`config.mk`:
```
export PLATFORM = sky130hd
export DESIGN_NAME = multicycle_ctrl_flat
export DESIGN_NICKNAME = d
export VERILOG_FILES = /design/src/rtl/multicycle_ctrl_if.sv /design/src/rtl/multicycle_ctrl.sv /design/src/flat_wrapper.sv
export SDC_FILE = /design/constraint.sdc
export NUM_CORES = 1
export LEC_CHECK = 0
export CAP_MARGIN = 20
export CORE_UTILIZATION = 51
export CTS_BUF_LIST = sky130_fd_sc_hd__clkbuf_16
export DETAILED_ROUTE_END_ITERATION = 10
export GPL_ROUTABILITY_DRIVEN = 1
export PLACE_DENSITY = 0.88
export REMOVE_ABC_BUFFERS = 1
export SYNTH_ARGS = -nofsm -noshare
export SYNTH_HDL_FRONTEND = slang
export SYNTH_SLANG_ARGS = --single-unit
```
`constraint.sdc`:
```
create_clock -name clk -period 4.27 [get_ports clk]
set_input_delay 0.6405 -clock clk [delete_from_list [all_inputs] [get_ports clk]]
set_output_delay 0.6405 -clock clk [all_outputs]
set_load 0.05 [all_outputs]
```
`src/rtl/multicycle_ctrl_if.sv`:
```
// Controller <-> datapath/memory bundle for the multi-cycle 16-bit core.
// master: controller side (drives strobes); slave: datapath/memory side.
interface multicycle_ctrl_if #(
  parameter int CNT_W = 16
);
  logic             run;
  logic             mem_ready;
  logic [3:0]       opcode;
  logic             zero;
  logic [2:0]       state;
  logic             ir_write;
  logic             pc_write;
  logic [1:0]       pc_src;
  logic             mem_read;
  logic             mem_write;
  logic             addr_sel;
  logic             alu_src_imm;
  logic             sext_en;
  logic [1:0]       alu_op;
  logic             reg_write;
  logic             wb_sel;
  logic             illegal_op;
  logic             halted;
  logic [CNT_W-1:0] instr_count;

  modport master (
    input  run, mem_ready, opcode, zero,
    output state, ir_write, pc_write, pc_src,
    output mem_read, mem_write, addr_sel,
    output alu_src_imm, sext_en, alu_op,
    output reg_write, wb_sel, illegal_op,
    output halted, instr_count
  );

  modport slave (
    output run, mem_ready, opcode, zero,
    input  state, ir_write, pc_write, pc_src,
    input  mem_read, mem_write, addr_sel,
    input  alu_src_imm, sext_en, alu_op,
    input  reg_write, wb_sel, illegal_op,
    input  halted, instr_count
  );
endinterface

```
`src/rtl/multicycle_ctrl.sv`:
```
// Multi-cycle control FSM: FETCH/DECODE/EXEC/MEM/WB/HALT sequencing.
// Ports: clk, rst_n (sync, active low), bus (multicycle_ctrl_if.master).
module multicycle_ctrl #(
  parameter int CNT_W = 16
) (
  input  logic           clk,
  input  logic           rst_n,
  multicycle_ctrl_if.master bus
);

  typedef enum logic [2:0] {
    S_FETCH  = 3'd0,
    S_DECODE = 3'd1,
    S_EXEC   = 3'd2,
    S_MEM    = 3'd3,
    S_WB     = 3'd4,
    S_HALT   = 3'd5
  } state_t;

  localparam logic [3:0] OP_ADDI = 4'd4;
  localparam logic [3:0] OP_LW   = 4'd5;
  localparam logic [3:0] OP_SW   = 4'd6;
  localparam logic [3:0] OP_BEQ  = 4'd7;
  localparam logic [3:0] OP_JMP  = 4'd8;
  localparam logic [3:0] OP_HALT = 4'd15;

  state_t           state_q, state_d;
  logic [3:0]       op_q, op_d;
  logic [CNT_W-1:0] cnt_q, cnt_d;
  logic             retire;

  logic       ir_write, pc_write;
  logic [1:0] pc_src;
  logic       mem_read, mem_write, addr_sel;
  logic       alu_src_imm, sext_en;
  logic [1:0] alu_op;
  logic       reg_write, wb_sel;
  logic       illegal_op, halted;

  always_comb begin
    state_d     = state_q;
    op_d        = op_q;
    retire      = 1'b0;
    ir_write    = 1'b0;
    pc_write    = 1'b0;
    pc_src      = 2'd0;
    mem_read    = 1'b0;
    mem_write   = 1'b0;
    addr_sel    = 1'b0;
    alu_src_imm = 1'b0;
    sext_en     = 1'b0;
    alu_op      = 2'd0;
    reg_write   = 1'b0;
    wb_sel      = 1'b0;
    illegal_op  = 1'b0;
    halted      = 1'b0;

    case (state_q)
      S_FETCH: begin
        if (bus.run) begin
          mem_read = 1'b1;
          if (bus.mem_ready) begin
            ir_write = 1'b1;
            pc_write = 1'b1;
            state_d  = S_DECODE;
          end
        end
      end

      S_DECODE: begin
        op_d = bus.opcode;
        unique case (1'b1)
          bus.opcode == OP_HALT: state_d = S_HALT;
          bus.opcode == OP_JMP: begin
            pc_write = 1'b1;
            pc_src   = 2'd2;
            state_d  = S_FETCH;
            retire   = 1'b1;
          end
          bus.opcode <= OP_BEQ: state_d = S_EXEC;
          default: begin
            // Undefined opcodes retire as a NOP.
            illegal_op = 1'b1;
            state_d    = S_FETCH;
            retire     = 1'b1;
          end
        endcase
      end

      S_EXEC: begin
        unique case (1'b1)
          op_q == OP_BEQ: begin
            alu_op  = 2'd1;
            sext_en = 1'b1;
            // PC already holds PC+1, so offset is from next instr.
            if (bus.zero) begin
              pc_write = 1'b1;
              pc_src   = 2'd1;
            end
            state_d = S_FETCH;
            retire  = 1'b1;
          end
          op_q == OP_ADDI: begin
            alu_src_imm = 1'b1;
            sext_en     = 1'b1;
            state_d     = S_WB;
          end
          op_q == OP_LW,
          op_q == OP_SW: begin
            alu_src_imm = 1'b1;
            sext_en     = 1'b1;
            state_d     = S_MEM;
          end
          default: begin
            // R-type: opcode low bits equal the ALU op encoding.
            alu_op  = op_q[1:0];
            state_d = S_WB;
          end
        endcase
      end

      S_MEM: begin
        addr_sel  = 1'b1;
        mem_read  = (op_q == OP_LW);
        mem_write = (op_q != OP_LW);
        if (bus.mem_ready) begin
          if (op_q == OP_LW) begin
            state_d = S_WB;
          end else begin
            state_d = S_FETCH;
            retire  = 1'b1;
          end
        end
      end

      S_WB: begin
        reg_write = 1'b1;
        wb_sel    = (op_q == OP_LW);
        state_d   = S_FETCH;
        retire    = 1'b1;
      end

      S_HALT: halted = 1'b1;

      default: state_d = S_FETCH;
    endcase

    cnt_d = cnt_q;
    if (retire && !(&cnt_q)) cnt_d = cnt_q + 1'b1;

    // Keep the datapath quiet for the whole reset assertion.
    if (!rst_n) begin
      ir_write    = 1'b0;
      pc_write    = 1'b0;
      pc_src      = 2'd0;
      mem_read    = 1'b0;
      mem_write   = 1'b0;
      addr_sel    = 1'b0;
      alu_src_imm = 1'b0;
      sext_en     = 1'b0;
      alu_op      = 2'd0;
      reg_write   = 1'b0;
      wb_sel      = 1'b0;
      illegal_op  = 1'b0;
      halted      = 1'b0;
    end
  end

  always_ff @(posedge clk) begin
    if (!rst_n) begin
      state_q <= S_FETCH;
      op_q    <= 4'd0;
      cnt_q   <= '0;
    end else begin
      state_q <= state_d;
      op_q    <= op_d;
      cnt_q   <= cnt_d;
    end
  end

  assign bus.state       = state_q;
  assign bus.ir_write    = ir_write;
  assign bus.pc_write    = pc_write;
  assign bus.pc_src      = pc_src;
  assign bus.mem_read    = mem_read;
  assign bus.mem_write   = mem_write;
  assign bus.addr_sel    = addr_sel;
  assign bus.alu_src_imm = alu_src_imm;
  assign bus.sext_en     = sext_en;
  assign bus.alu_op      = alu_op;
  assign bus.reg_write   = reg_write;
  assign bus.wb_sel      = wb_sel;
  assign bus.illegal_op  = illegal_op;
  assign bus.halted      = halted;
  assign bus.instr_count = cnt_q;

endmodule

```
`src/flat_wrapper.sv`:
```
// flat-port wrapper written by rule: the top's interface ports become plain ports
module multicycle_ctrl_flat 
#(
  parameter int CNT_W = 16
)
  (clk, rst_n, bus_run, bus_mem_ready, bus_opcode, bus_zero, bus_state, bus_ir_write, bus_pc_write, bus_pc_src, bus_mem_read, bus_mem_write, bus_addr_sel, bus_alu_src_imm, bus_sext_en, bus_alu_op, bus_reg_write, bus_wb_sel, bus_illegal_op, bus_halted, bus_instr_count);
  multicycle_ctrl_if #(.CNT_W(CNT_W)) bus_i ();
  input  logic clk;
  input  logic rst_n;
  input wire logic [$bits(bus_i.run)-1:0] bus_run;
  input wire logic [$bits(bus_i.mem_ready)-1:0] bus_mem_ready;
  input wire logic [$bits(bus_i.opcode)-1:0] bus_opcode;
  input wire logic [$bits(bus_i.zero)-1:0] bus_zero;
  output wire logic [$bits(bus_i.state)-1:0] bus_state;
  output wire logic [$bits(bus_i.ir_write)-1:0] bus_ir_write;
  output wire logic [$bits(bus_i.pc_write)-1:0] bus_pc_write;
  output wire logic [$bits(bus_i.pc_src)-1:0] bus_pc_src;
  output wire logic [$bits(bus_i.mem_read)-1:0] bus_mem_read;
  output wire logic [$bits(bus_i.mem_write)-1:0] bus_mem_write;
  output wire logic [$bits(bus_i.addr_sel)-1:0] bus_addr_sel;
  output wire logic [$bits(bus_i.alu_src_imm)-1:0] bus_alu_src_imm;
  output wire logic [$bits(bus_i.sext_en)-1:0] bus_sext_en;
  output wire logic [$bits(bus_i.alu_op)-1:0] bus_alu_op;
  output wire logic [$bits(bus_i.reg_write)-1:0] bus_reg_write;
  output wire logic [$bits(bus_i.wb_sel)-1:0] bus_wb_sel;
  output wire logic [$bits(bus_i.illegal_op)-1:0] bus_illegal_op;
  output wire logic [$bits(bus_i.halted)-1:0] bus_halted;
  output wire logic [$bits(bus_i.instr_count)-1:0] bus_instr_count;
  assign bus_i.run = bus_run;
  assign bus_i.mem_ready = bus_mem_ready;
  assign bus_i.opcode = bus_opcode;
  assign bus_i.zero = bus_zero;
  assign bus_state = bus_i.state;
  assign bus_ir_write = bus_i.ir_write;
  assign bus_pc_write = bus_i.pc_write;
  assign bus_pc_src = bus_i.pc_src;
  assign bus_mem_read = bus_i.mem_read;
  assign bus_mem_write = bus_i.mem_write;
  assign bus_addr_sel = bus_i.addr_sel;
  assign bus_alu_src_imm = bus_i.alu_src_imm;
  assign bus_sext_en = bus_i.sext_en;
  assign bus_alu_op = bus_i.alu_op;
  assign bus_reg_write = bus_i.reg_write;
  assign bus_wb_sel = bus_i.wb_sel;
  assign bus_illegal_op = bus_i.illegal_op;
  assign bus_halted = bus_i.halted;
  assign bus_instr_count = bus_i.instr_count;
  multicycle_ctrl #(.CNT_W(CNT_W)) u_core (.clk(clk), .rst_n(rst_n), .bus(bus_i));
endmodule
```
==> impl_metrics.tcl <==
set metrics [dict create \
    status "finished clean" \
    synth-warning-count 0 \
    antenna_found_initial 0 \
    max_freq_mhz 302.4 \
    worst_setup_path_start_kind "input pin" \
    drc_errors 0 \
    crit_type "input pin to output pin" \
    die_w_um 55.67 \
    grt_overflow 0 \
    routed_via_density 6.268 \
    nets 234 \
    ctsResizeCount 0 \
    synth_area_per_cell_um2 7.940 \
    slew_headroom_pct 64.85 \
    area_growth_pct 35.09 \
    ys_top_cells_by_count "23 x dfxtp_1, 19 x nand2_1, 15 x nor2_1" \
    drive_gt1_share_pct 6.278 \
    grt_max_degree 28 \
    yosys.area.top_type "dfxtp_1" \
    wire_per_inst_um 15.85 \
    synthCells 185 \
    dp_hpwl_mm 2.862 \
    period_minus_slack_ns 3.307 \
    grt_pass1_vias 1381 \
    synth_most_common_cell "dfxtp_1" \
    finalPower_w 0.0005226 \
    drt_wl_total_mm 4.026 \
    synth_edf_count 0 \
    tns_ns 0 \
    worstReg2RegEnd "u_core.bus.instr_count[13]" \
    holdBufCountCts 0 \
    cp_max_fo 5 \
    async_reset_ff_share_pct 0 \
    cts_tree "yes" \
    die-area_um2 3099 \
    rows 19 \
    io_buffers 42 \
    tightest_slew_ns 0.5256 \
    insertedDiodeCount 0 \
    finalHoldViolations 0 \
    clkTransAtPathRegs_ns 0.06 \
    coreArea_um2 2734 \
    reg2reg_depth 4 \
    post-route-worst-setup-slack_ns 0.9629 \
    synth.top_cell.area_share_pct 31.35 \
    ys_top_cells_by_area "dfxtp_1 31%, mux2i_1 6.8%, nand2_1 4.9%, nand2b_1 4.7%, nor2_1 3.8%" \
    yosysSeqAreaShare_pct 31.35 \
    ys_ff_latch 23 \
    arrival_ns 2.67 \
    whs_path_depth 2 \
    min_path_type "flip-flop to flip-flop" \
    r2r_start "u_core.bus.state[1]" \
    maxSlewViolCount 0 \
    gp_congestion 0.9323 \
    worstHoldStart "u_core.bus.instr_count[6]" \
    yosysUniqueCellTypes 41 \
    r2r_slack_ns 2.14 \
    synth_ff_type "dfxtp_1" \
    die_h_um 55.67 \
    ir_drop_v 0.0002456 \
    io_pins 43 \
    grt_setup_unrepaired "no" \
    drtAntennaViolNets 0 \
    finalCritPeriodShare_pct 77.45 \
    cts_setup_buffers 0 \
    clock-sinks 23 \
    pre_cts_slack_ns 0.9886 \
    fin_cells 254 \
    clkLatencyLatePin_ns 0.26 \
    start_util_pct 53.73 \
    clock_path_buffers 2 \
    clock_skew_ns 0.003840 \
    cp-end-kind "output pin" \
    cts_root_buf "clkbuf_16" \
    p_per_area_nw_per_um2 263.4 \
    netlist_area_um2 1469 \
    drtIter0Drc 50 \
    cts_max_level 1 \
    maxCapViolCount 0 \
    min_to "u_core.bus.instr_count[6]" \
    leakagePower_nw 0.6499 \
    place_inst 250 \
    required_ns 3.63 \
    finalSetupViolations 0 \
    grt_pass1_wl_mm 6.589 \
    numCtsBuffers 3 \
    grt_usage_pct 26.38 \
    via_count 1592 \
    drtPass1Iterations 5 \
]
[cells by family (layout without fill, tap and decap cells)]
| group | after synthesis | count (layout) | share of synthesized area, % |
|---|---|---|---|
| AND/OR/NAND/NOR | 93 | 93 | 35.26 |
| AO/OA/AOI/OAI | 40 | 40 | 20.10 |
| flip-flops | 23 | 23 | 31.35 |
| buffers and inverters | 16 | 54 | 4.430 |
| multiplexers | 10 | 10 | 6.815 |
| XOR/XNOR | 2 | 2 | 1.193 |
| adder cells (fa/ha/maj) | 1 | 1 | 0.8517 |
[report_power, final]
| group | leakage, nW | internal (W) | total (W) | switching (W) |
|---|---|---|---|---|
| combinational | 0.423 | 0.0000337 | 0.0000860 | 0.0000523 |
| sequential | 0.186 | 0.000220 | 0.000231 | 0.0000115 |
| clock | 0.0409 | 0.000126 | 0.000206 | 0.0000795 |
[critical path: stages]
cell and delay [ns]:
clkdlybuf4s50_1 0.55, nand2_1 0.09, nor4_1 0.25, a221oi_1 0.09, a211oi_1 0.21, clkdlybuf4s50_1 0.84
[routing by layer]
| metal | part of all wire, % | vias up | GRT usage, % |
|---|---|---|---|
| met3 | 5.5 | 8 | 3.488 |
| li1 | - | 764 | - |
| met1 | 44 | 760 | 35.83 |
| met4 | 1.8 | 0 | 10.71 |
| met5 | 0 | - | 0 |
| met2 | 48 | 60 | 42.34 |
[per-stage QoR]
stage               instance area, um2  hold WS, ns  util [%]
global route                      1984       0.5010     72.59
global placement                  1904       0.4669     69.66
floorplan                         1423       0.4802         -
detailed placement                1904       0.4795     69.66
CTS                               1984       0.4883     72.59
finish                            1984       0.4886     72.59
[cell type report]
type	instances	area (um2)
clock buffers	3	75.07
clock inverters	1	5.005
fillers	216	749.5
inverters	5	18.77
multi-input cells	146	943.4
flip-flops and latches	23	460.4
well taps	31	38.79
repair buffers	45	442.9
[how the worst max path moves through the flow]
stage / start / end / slack (ns)
after CTS: bus_mem_ready / bus_pc_write / 0.97
after global routing: u_core.bus.state[1] / bus_alu_src_imm / 0.82
after floorplan: u_core.bus.state[1] / bus_alu_src_imm / 1.06
after detailed placement: bus_mem_ready / bus_pc_write / 0.99
after global placement: bus_mem_ready / bus_pc_write / 1.03
final: bus_mem_ready / bus_pc_write / 0.96
[flip-flops by register name (all words and copies together) (netlist names)]
name                    cells
u_core.bus.instr_count     16
u_core.op_q                 4
u_core.bus.state            3
[cells in the final DEF (no fill, tap or decap), drive strengths merged, types with 2 or more instances in the layout]
cell type       n
and2b           2
clkdlybuf4s50  42
nor4            5
xor2            2
o41ai           3
clkbuf          3
o31ai           7
a211oi          2
and3            6
or3             2
or4             5
nor2           16
nor2b           3
o311ai          2
inv             5
nand4           4
dfxtp          23
nand3           9
o311a           2
a21oi          10
nand2b         11
a221oi          2
o21ai           6
nand2          19
nor3            6
mux2i          10
buf             3
and4            2
(Power assumes the default switching activity.)
